<file path="src/rtl/addsub_pkg.sv">
// addsub_pkg
//   Shared definitions for the add/sub command sequencer: datapath width,
//   the packed command record buffered in the FIFO, and the FSM states.
package addsub_pkg;

   localparam int unsigned DATA_W = 8;

   // One buffered command: {sel, src1, src2} = 1 + 2*DATA_W bits.
   typedef struct packed {
      logic              sel;
      logic [DATA_W-1:0] src1;
      logic [DATA_W-1:0] src2;
   } cmd_t;

   typedef enum logic [1:0] {
      IDLE,
      ISSUE,
      WAIT,
      RESP
   } state_t;

endpackage

</file>
<file path="src/rtl/addsub_cmd_fifo.sv">
// addsub_cmd_fifo
//   Command buffer, DEPTH entries of cmd_t. Wrapping read/write pointers plus
//   an occupancy count. Pushes while full and pops while empty are ignored.
// Ports
//   clk, n_rst     clock, asynchronous active-low reset
//   push/push_data write request and command record
//   pop/pop_data   read request and head-of-queue record (valid when !empty)
//   full, empty    occupancy flags
module addsub_cmd_fifo
   import addsub_pkg::*;
#(
   parameter int unsigned DEPTH = 4
) (
   input  logic clk,
   input  logic n_rst,
   input  logic push,
   input  cmd_t push_data,
   input  logic pop,
   output cmd_t pop_data,
   output logic full,
   output logic empty
);

   localparam int unsigned AW = $clog2(DEPTH);
   localparam int unsigned CW = AW + 1;

   cmd_t          mem [DEPTH];
   logic [AW-1:0] wr_ptr;
   logic [AW-1:0] rd_ptr;
   logic [CW-1:0] count;
   logic          do_push;
   logic          do_pop;

   assign full     = (count == CW'(DEPTH));
   assign empty    = (count == '0);
   assign do_push  = push & ~full;
   assign do_pop   = pop & ~empty;
   assign pop_data = mem[rd_ptr];

   // Storage carries no reset; validity is tracked by count alone.
   always_ff @(posedge clk) begin
      if (do_push) mem[wr_ptr] <= push_data;
   end

   always_ff @(posedge clk or negedge n_rst) begin
      if (!n_rst) begin
         wr_ptr <= '0;
         rd_ptr <= '0;
         count  <= '0;
      end else begin
         if (do_push) wr_ptr <= wr_ptr + 1'b1;
         if (do_pop)  rd_ptr <= rd_ptr + 1'b1;
         case ({do_push, do_pop})
            2'b10:   count <= count + 1'b1;
            2'b01:   count <= count - 1'b1;
            default: count <= count;
         endcase
      end
   end

endmodule

</file>
<file path="src/rtl/addsub_cmd_seq.sv">
// addsub_cmd_seq
//   Sequencer in front of the 8-bit add/sub unit. Buffers commands, issues
//   one at a time (start pulse, operands held until done), captures the
//   result and presents it on a valid/ready response port. A missing done
//   within TIMEOUT wait cycles drops the command and sets err_timeout.
// Ports
//   cmd_valid/cmd_ready/cmd_sel/cmd_src1/cmd_src2  command input (valid/ready)
//   rsp_valid/rsp_ready/rsp_result/rsp_sel         response output (valid/ready)
//   alu_start/alu_sel/alu_src1/alu_src2            drive to add/sub unit
//   alu_result/alu_done                            return from add/sub unit
//   busy         FSM active or commands buffered
//   err_timeout  sticky wait-timeout flag (cleared by reset only)
//   op_count     completed response handshakes, wraps
module addsub_cmd_seq
   import addsub_pkg::*;
#(
   parameter int unsigned DEPTH   = 4,
   parameter int unsigned TIMEOUT = 8
) (
   input  logic              clk,
   input  logic              n_rst,
   input  logic              cmd_valid,
   output logic              cmd_ready,
   input  logic              cmd_sel,
   input  logic [DATA_W-1:0] cmd_src1,
   input  logic [DATA_W-1:0] cmd_src2,
   output logic              rsp_valid,
   input  logic              rsp_ready,
   output logic [DATA_W-1:0] rsp_result,
   output logic              rsp_sel,
   output logic              alu_start,
   output logic              alu_sel,
   output logic [DATA_W-1:0] alu_src1,
   output logic [DATA_W-1:0] alu_src2,
   input  logic [DATA_W-1:0] alu_result,
   input  logic              alu_done,
   output logic              busy,
   output logic              err_timeout,
   output logic [7:0]        op_count
);

   localparam int unsigned    TW      = $clog2(TIMEOUT);
   localparam logic [TW-1:0]  TO_LAST = TW'(TIMEOUT - 1);

   state_t        state;
   state_t        state_n;
   cmd_t          push_cmd;
   cmd_t          head_cmd;
   logic          fifo_full;
   logic          fifo_empty;
   logic          pop;
   logic          capture;
   logic          timeout_hit;
   logic [TW-1:0] wait_cnt;

   assign push_cmd  = '{sel: cmd_sel, src1: cmd_src1, src2: cmd_src2};
   assign cmd_ready = ~fifo_full;
   assign busy      = (state != IDLE) | ~fifo_empty;

   addsub_cmd_fifo #(
      .DEPTH(DEPTH)
   ) u_fifo (
      .clk       (clk),
      .n_rst     (n_rst),
      .push      (cmd_valid),
      .push_data (push_cmd),
      .pop       (pop),
      .pop_data  (head_cmd),
      .full      (fifo_full),
      .empty     (fifo_empty)
   );

   always_ff @(posedge clk or negedge n_rst) begin
      if (!n_rst) state <= IDLE;
      else        state <= state_n;
   end

   always_comb begin
      state_n     = state;
      pop         = 1'b0;
      alu_start   = 1'b0;
      rsp_valid   = 1'b0;
      capture     = 1'b0;
      timeout_hit = 1'b0;
      case (state)
         IDLE: begin
            if (!fifo_empty) begin
               pop     = 1'b1;
               state_n = ISSUE;
            end
         end
         ISSUE: begin
            alu_start = 1'b1;
            state_n   = WAIT;
         end
         WAIT: begin
            if (alu_done) begin
               capture = 1'b1;
               state_n = RESP;
            end else if (wait_cnt == TO_LAST) begin
               // This is the TIMEOUT-th cycle spent waiting: drop the command.
               timeout_hit = 1'b1;
               state_n     = IDLE;
            end
         end
         RESP: begin
            rsp_valid = 1'b1;
            if (rsp_ready) state_n = IDLE;
         end
         default: state_n = IDLE;
      endcase
   end

   // Operands only load on a pop, which happens only in IDLE, so they stay
   // stable through ISSUE and WAIT for the combinational unit.
   always_ff @(posedge clk or negedge n_rst) begin
      if (!n_rst) begin
         alu_sel     <= 1'b0;
         alu_src1    <= '0;
         alu_src2    <= '0;
         rsp_sel     <= 1'b0;
         rsp_result  <= '0;
         wait_cnt    <= '0;
         err_timeout <= 1'b0;
         op_count    <= '0;
      end else begin
         if (pop) begin
            alu_sel  <= head_cmd.sel;
            alu_src1 <= head_cmd.src1;
            alu_src2 <= head_cmd.src2;
         end
         if (state == ISSUE)                wait_cnt <= '0;
         else if (state == WAIT && !alu_done) wait_cnt <= wait_cnt + 1'b1;
         if (capture) begin
            rsp_result <= alu_result;
            rsp_sel    <= alu_sel;
         end
         if (timeout_hit)           err_timeout <= 1'b1;
         if (rsp_valid && rsp_ready) op_count   <= op_count + 1'b1;
      end
   end

endmodule

</file>
<file path="config.mk">
export PLATFORM = sky130hd
export DESIGN_NAME = addsub_cmd_seq
export DESIGN_NICKNAME = d
export VERILOG_FILES = /design/src/rtl/addsub_pkg.sv /design/src/rtl/addsub_cmd_fifo.sv /design/src/rtl/addsub_cmd_seq.sv
export SDC_FILE = /design/constraint.sdc
export NUM_CORES = 1
export LEC_CHECK = 0
export ABC_AREA = 1
export CAP_MARGIN = 5
export CELL_PAD_IN_SITES_DETAIL_PLACEMENT = 1
export CELL_PAD_IN_SITES_GLOBAL_PLACEMENT = 2
export CORE_AREA = 5 5 129 131
export CTS_CLUSTER_SIZE = 10
export DETAILED_ROUTE_END_ITERATION = 12
export DIE_AREA = 0 0 134 136
export PLACE_DENSITY = 0.85
export SYNTH_ARGS = -nofsm -noshare
export SYNTH_HDL_FRONTEND = slang
export SYNTH_SLANG_ARGS = --single-unit
</file>
<file path="constraint.sdc">
create_clock -name clk -period 1.8 [get_ports clk]
set_input_delay 0.18 -clock clk [delete_from_list [all_inputs] [get_ports clk]]
set_output_delay 0.18 -clock clk [all_outputs]
set_load 0.02 [all_outputs]
</file>
==> reports/metrics.csv <==
metric;value;unit
status;finished, final reports clean;
layoutNonFillerInstCount;740;
cts_tree;built;
syn_avg_cell_area;10.9;um^2
drv_cap;0;
final_cell_area;6420;um^2
tns;0;ns
worstSetupPathType;reg -> reg;
grt_pass1_wl;18.7;mm
hold_path_class;in -> async;
critPathCaptureType;flop;
grt-ovfl-total;0;
rr_endpoint;u_fifo.count[2]$_DFFE_PN0P_;
grt.total_usage;13.2;%
ys_seq_area_share;67.5;%
crit_slowest_cell;dfrtp_1;
cp_data_arrival_time;2.01;ns
power.total;11.8;mW
required;2.08;ns
htree_num_levels;4;
numCtsBuffers;17;
grt_max_degree;37;
dp_slack;-0.0547;ns
p_per_area;1830;nW/um^2
drive_gt1_share;13.1;%
viasPerCell;4.49;
synth-adder-area-share;2.52;%
cts.clk_slew.worst_paths;0.05;ns
final_nets;575;
antenna_found_initial;0;
utilization;41.4;%
critical_path.max_fanout;2;
synth-seq-cells;115;
area_delta_synth_final;34.7;%
ant_nets;0;
critPathLaunchType;flop;
peakVddDrop;0.874;mV
slowest_delay;0.38;ns
synth_simple_gate_area_share;19.0;%
layout_setup_ws;0.0723;ns
rr_worst_depth;9;
slew_violations;0;
synth_compound_area_share;4.49;%
numPortBuffers;68;
hpwl;7.91;mm
synth_cells;439;
clockBufferDepth;2;
start_util;30.8;%
die_x;134;um
hold_slack;0.267;ns
place_area;5810;um^2
p_leak;2.75;nW
rows;46;
die_area;18200;um^2
max_freq;579;MHz
fin_crit_sh;96.0;%
first_global_vias;3646;
rsz0062_at_grt;true;
synth_warnings;0;
first_pass_iters;4;
worstPathCellList;nor2_2 -> nand2_1 -> nand2_2 -> inv_4 -> ha_4 -> fa_2 -> a21oi_2 -> o21ai_1 -> xor2_1;
min_period;1.73;ns
synthMuxAreaShare;0.473;%
clock_latency;0.41;ns
placedCellCount;707;
dr_total_vias;3320;
drc;0;
wl_per_cell;15.0;um
cts_root_buf;clkbuf_16;
io_pins;69;
die_y;136;um
clock-sinks;115;
synth_top_family_by_area;simple AND/OR/NAND/NOR gates;
wirelength;11.1;mm
diodes;0;
syn_area;4760;um^2
hold_viol_final;0;
synth_fp_nets;478;
yosysUniqueCellTypes;29;
core_region_area;15500;um^2
reg2reg_slack;0.07;ns
place_congestion;0.721;
tightestPinTransition;0.493;ns
r2r-start;u_fifo.count[1]$_DFFE_PN0P_;
fillers;1699;
synth_xor_area_share;1.47;%
max_slew_margin;67.2;%
finalSetupViolCount;0;
skew;0.00873;ns
drtIter0Drc;112;
==> repair_timing <==
item | in CTS | in global routing
pin swaps | 1 | 1
hold buffers | 1 | 0
gates resized for setup | 6 | 3
endpoints found under the hold margin | 17 | 0
buffers inserted | 0 | 1
setup endpoints to repair | 5 | 3
==> cell families after synthesis <==
| kind of cell | Yosys count |
|---|---|
| AO/OA/AOI/OAI | 42 |
| AND/OR/NAND/NOR | 220 |
| multiplexers | 2 |
| XOR/XNOR | 8 |
| buffers and inverters | 43 |
| flip-flops | 115 |
| adder cells (fa/ha/maj) | 9 |
==> critical path, delay by kind of cell (launching register included) <==
| family | cells | cell delay, ns |
|---|---|---|
| adder cells (fa/ha/maj) | 2 | 0.51 |
| flip-flops | 1 | 0.38 |
| AND/OR/NAND/NOR | 3 | 0.29 |
| AO/OA/AOI/OAI | 2 | 0.22 |
| XOR/XNOR | 1 | 0.16 |
| buffers and inverters | 1 | 0.05 |
==> registers in the layout, indices dropped and copies added (netlist names) <==
name           count
u_fifo.mem        68
alu_src1           8
alu_src2           8
op_count           8
rsp_result         8
u_fifo.count       3
wait_cnt           3
state              2
u_fifo.rd_ptr      2
u_fifo.wr_ptr      2
alu_sel            1
err_timeout        1
rsp_sel            1
==> routing by layer <==
layer	global-route usage (%)	vias up	wire length, um
li1	-	1633	-
met2	22.7	74	5630
met5	0	-	0
met3	3.85	14	461
met4	4.91	0	165
met1	15.6	1599	4870
==> cell usage in the layout (no fill, tap or decap), types with 2 or more instances in the layout <==
cell               n
nor2_1            76
nand3_1           14
mux2_2             2
clkbuf_16         17
clkdlybuf4s50_1   63
nand4_1            2
inv_2              2
edfxtp_1          68
buf_4             21
inv_1             25
xnor2_1            2
o21ai_1            5
clkinv_1           4
ha_1               7
nor2_4             3
a21oi_1            2
nand2_1          117
nand2_2            4
bufinv_16          4
buf_12             3
clkinv_2           3
o21ai_0           33
xor2_1             6
dlygate4sd2_1      3
dfrtp_1           46
==> worst max-delay path by stage <==
stage	from	to	slack, ns	cells after the start
floorplan	u_fifo.count[1]$_DFFE_PN0P_	u_fifo.count[2]$_DFFE_PN0P_	-0.11	10
finish	u_fifo.count[1]$_DFFE_PN0P_	u_fifo.count[2]$_DFFE_PN0P_	0.07	9
global placement	cmd_valid	u_fifo.count[2]$_DFFE_PN0P_	-0.003	7
CTS	u_fifo.count[1]$_DFFE_PN0P_	u_fifo.count[2]$_DFFE_PN0P_	0.01	9
detailed placement	cmd_valid	u_fifo.count[2]$_DFFE_PN0P_	-0.05	7
global route	u_fifo.count[1]$_DFFE_PN0P_	u_fifo.count[2]$_DFFE_PN0P_	-0.05	9
==> synth_stat cells <==
master,n,area (um^2)
clkbuf_1,1,3.75
xor2_1,6,52.6
dfrtp_1,47,1180
buf_2,6,30.0
buf_6,4,45.0
ha_1,8,100
nand3_4,1,17.5
nand3_1,14,70.1
xnor2_1,2,17.5
nor2_1,77,289
o21ai_1,4,20.0
fa_1,1,20.0
nor2_2,1,6.26
inv_1,25,93.8
buf_4,1,7.51
a21oi_1,3,15.0
nand4_1,2,12.5
clkbuf_2,2,10.0
nor3_4,1,16.3
mux2_2,2,22.5
a31o_2,1,8.76
nand3b_1,1,7.51
nor2_4,2,22.5
nand2_2,3,18.8
nand2_1,118,443
o21ai_0,34,170
inv_2,3,11.3
buf_8,1,15.0
edfxtp_1,68,2040
==> report_power, final <==
part           switching, mW  total, mW  leakage (nW)  internal [mW]
sequential             0.367       3.99          1.20           3.62
combinational           2.64       4.41          1.26           1.76
clock                   1.10       3.38         0.289           2.28
==> area by class of cell <==
class | instances | area, um^2 | share of cell area [%]
Timing Repair Buffer | 93 | 895 | 13.9
Inverter | 28 | 108 | 1.68
Sequential cell | 115 | 3220 | 50.2
Tap cell | 192 | 240 | 3.74
Multi-Input combinational cell | 281 | 1360 | 21.2
Clock inverter | 13 | 166 | 2.59
Clock buffer | 18 | 429 | 6.69
(Power assumes the default switching activity.)
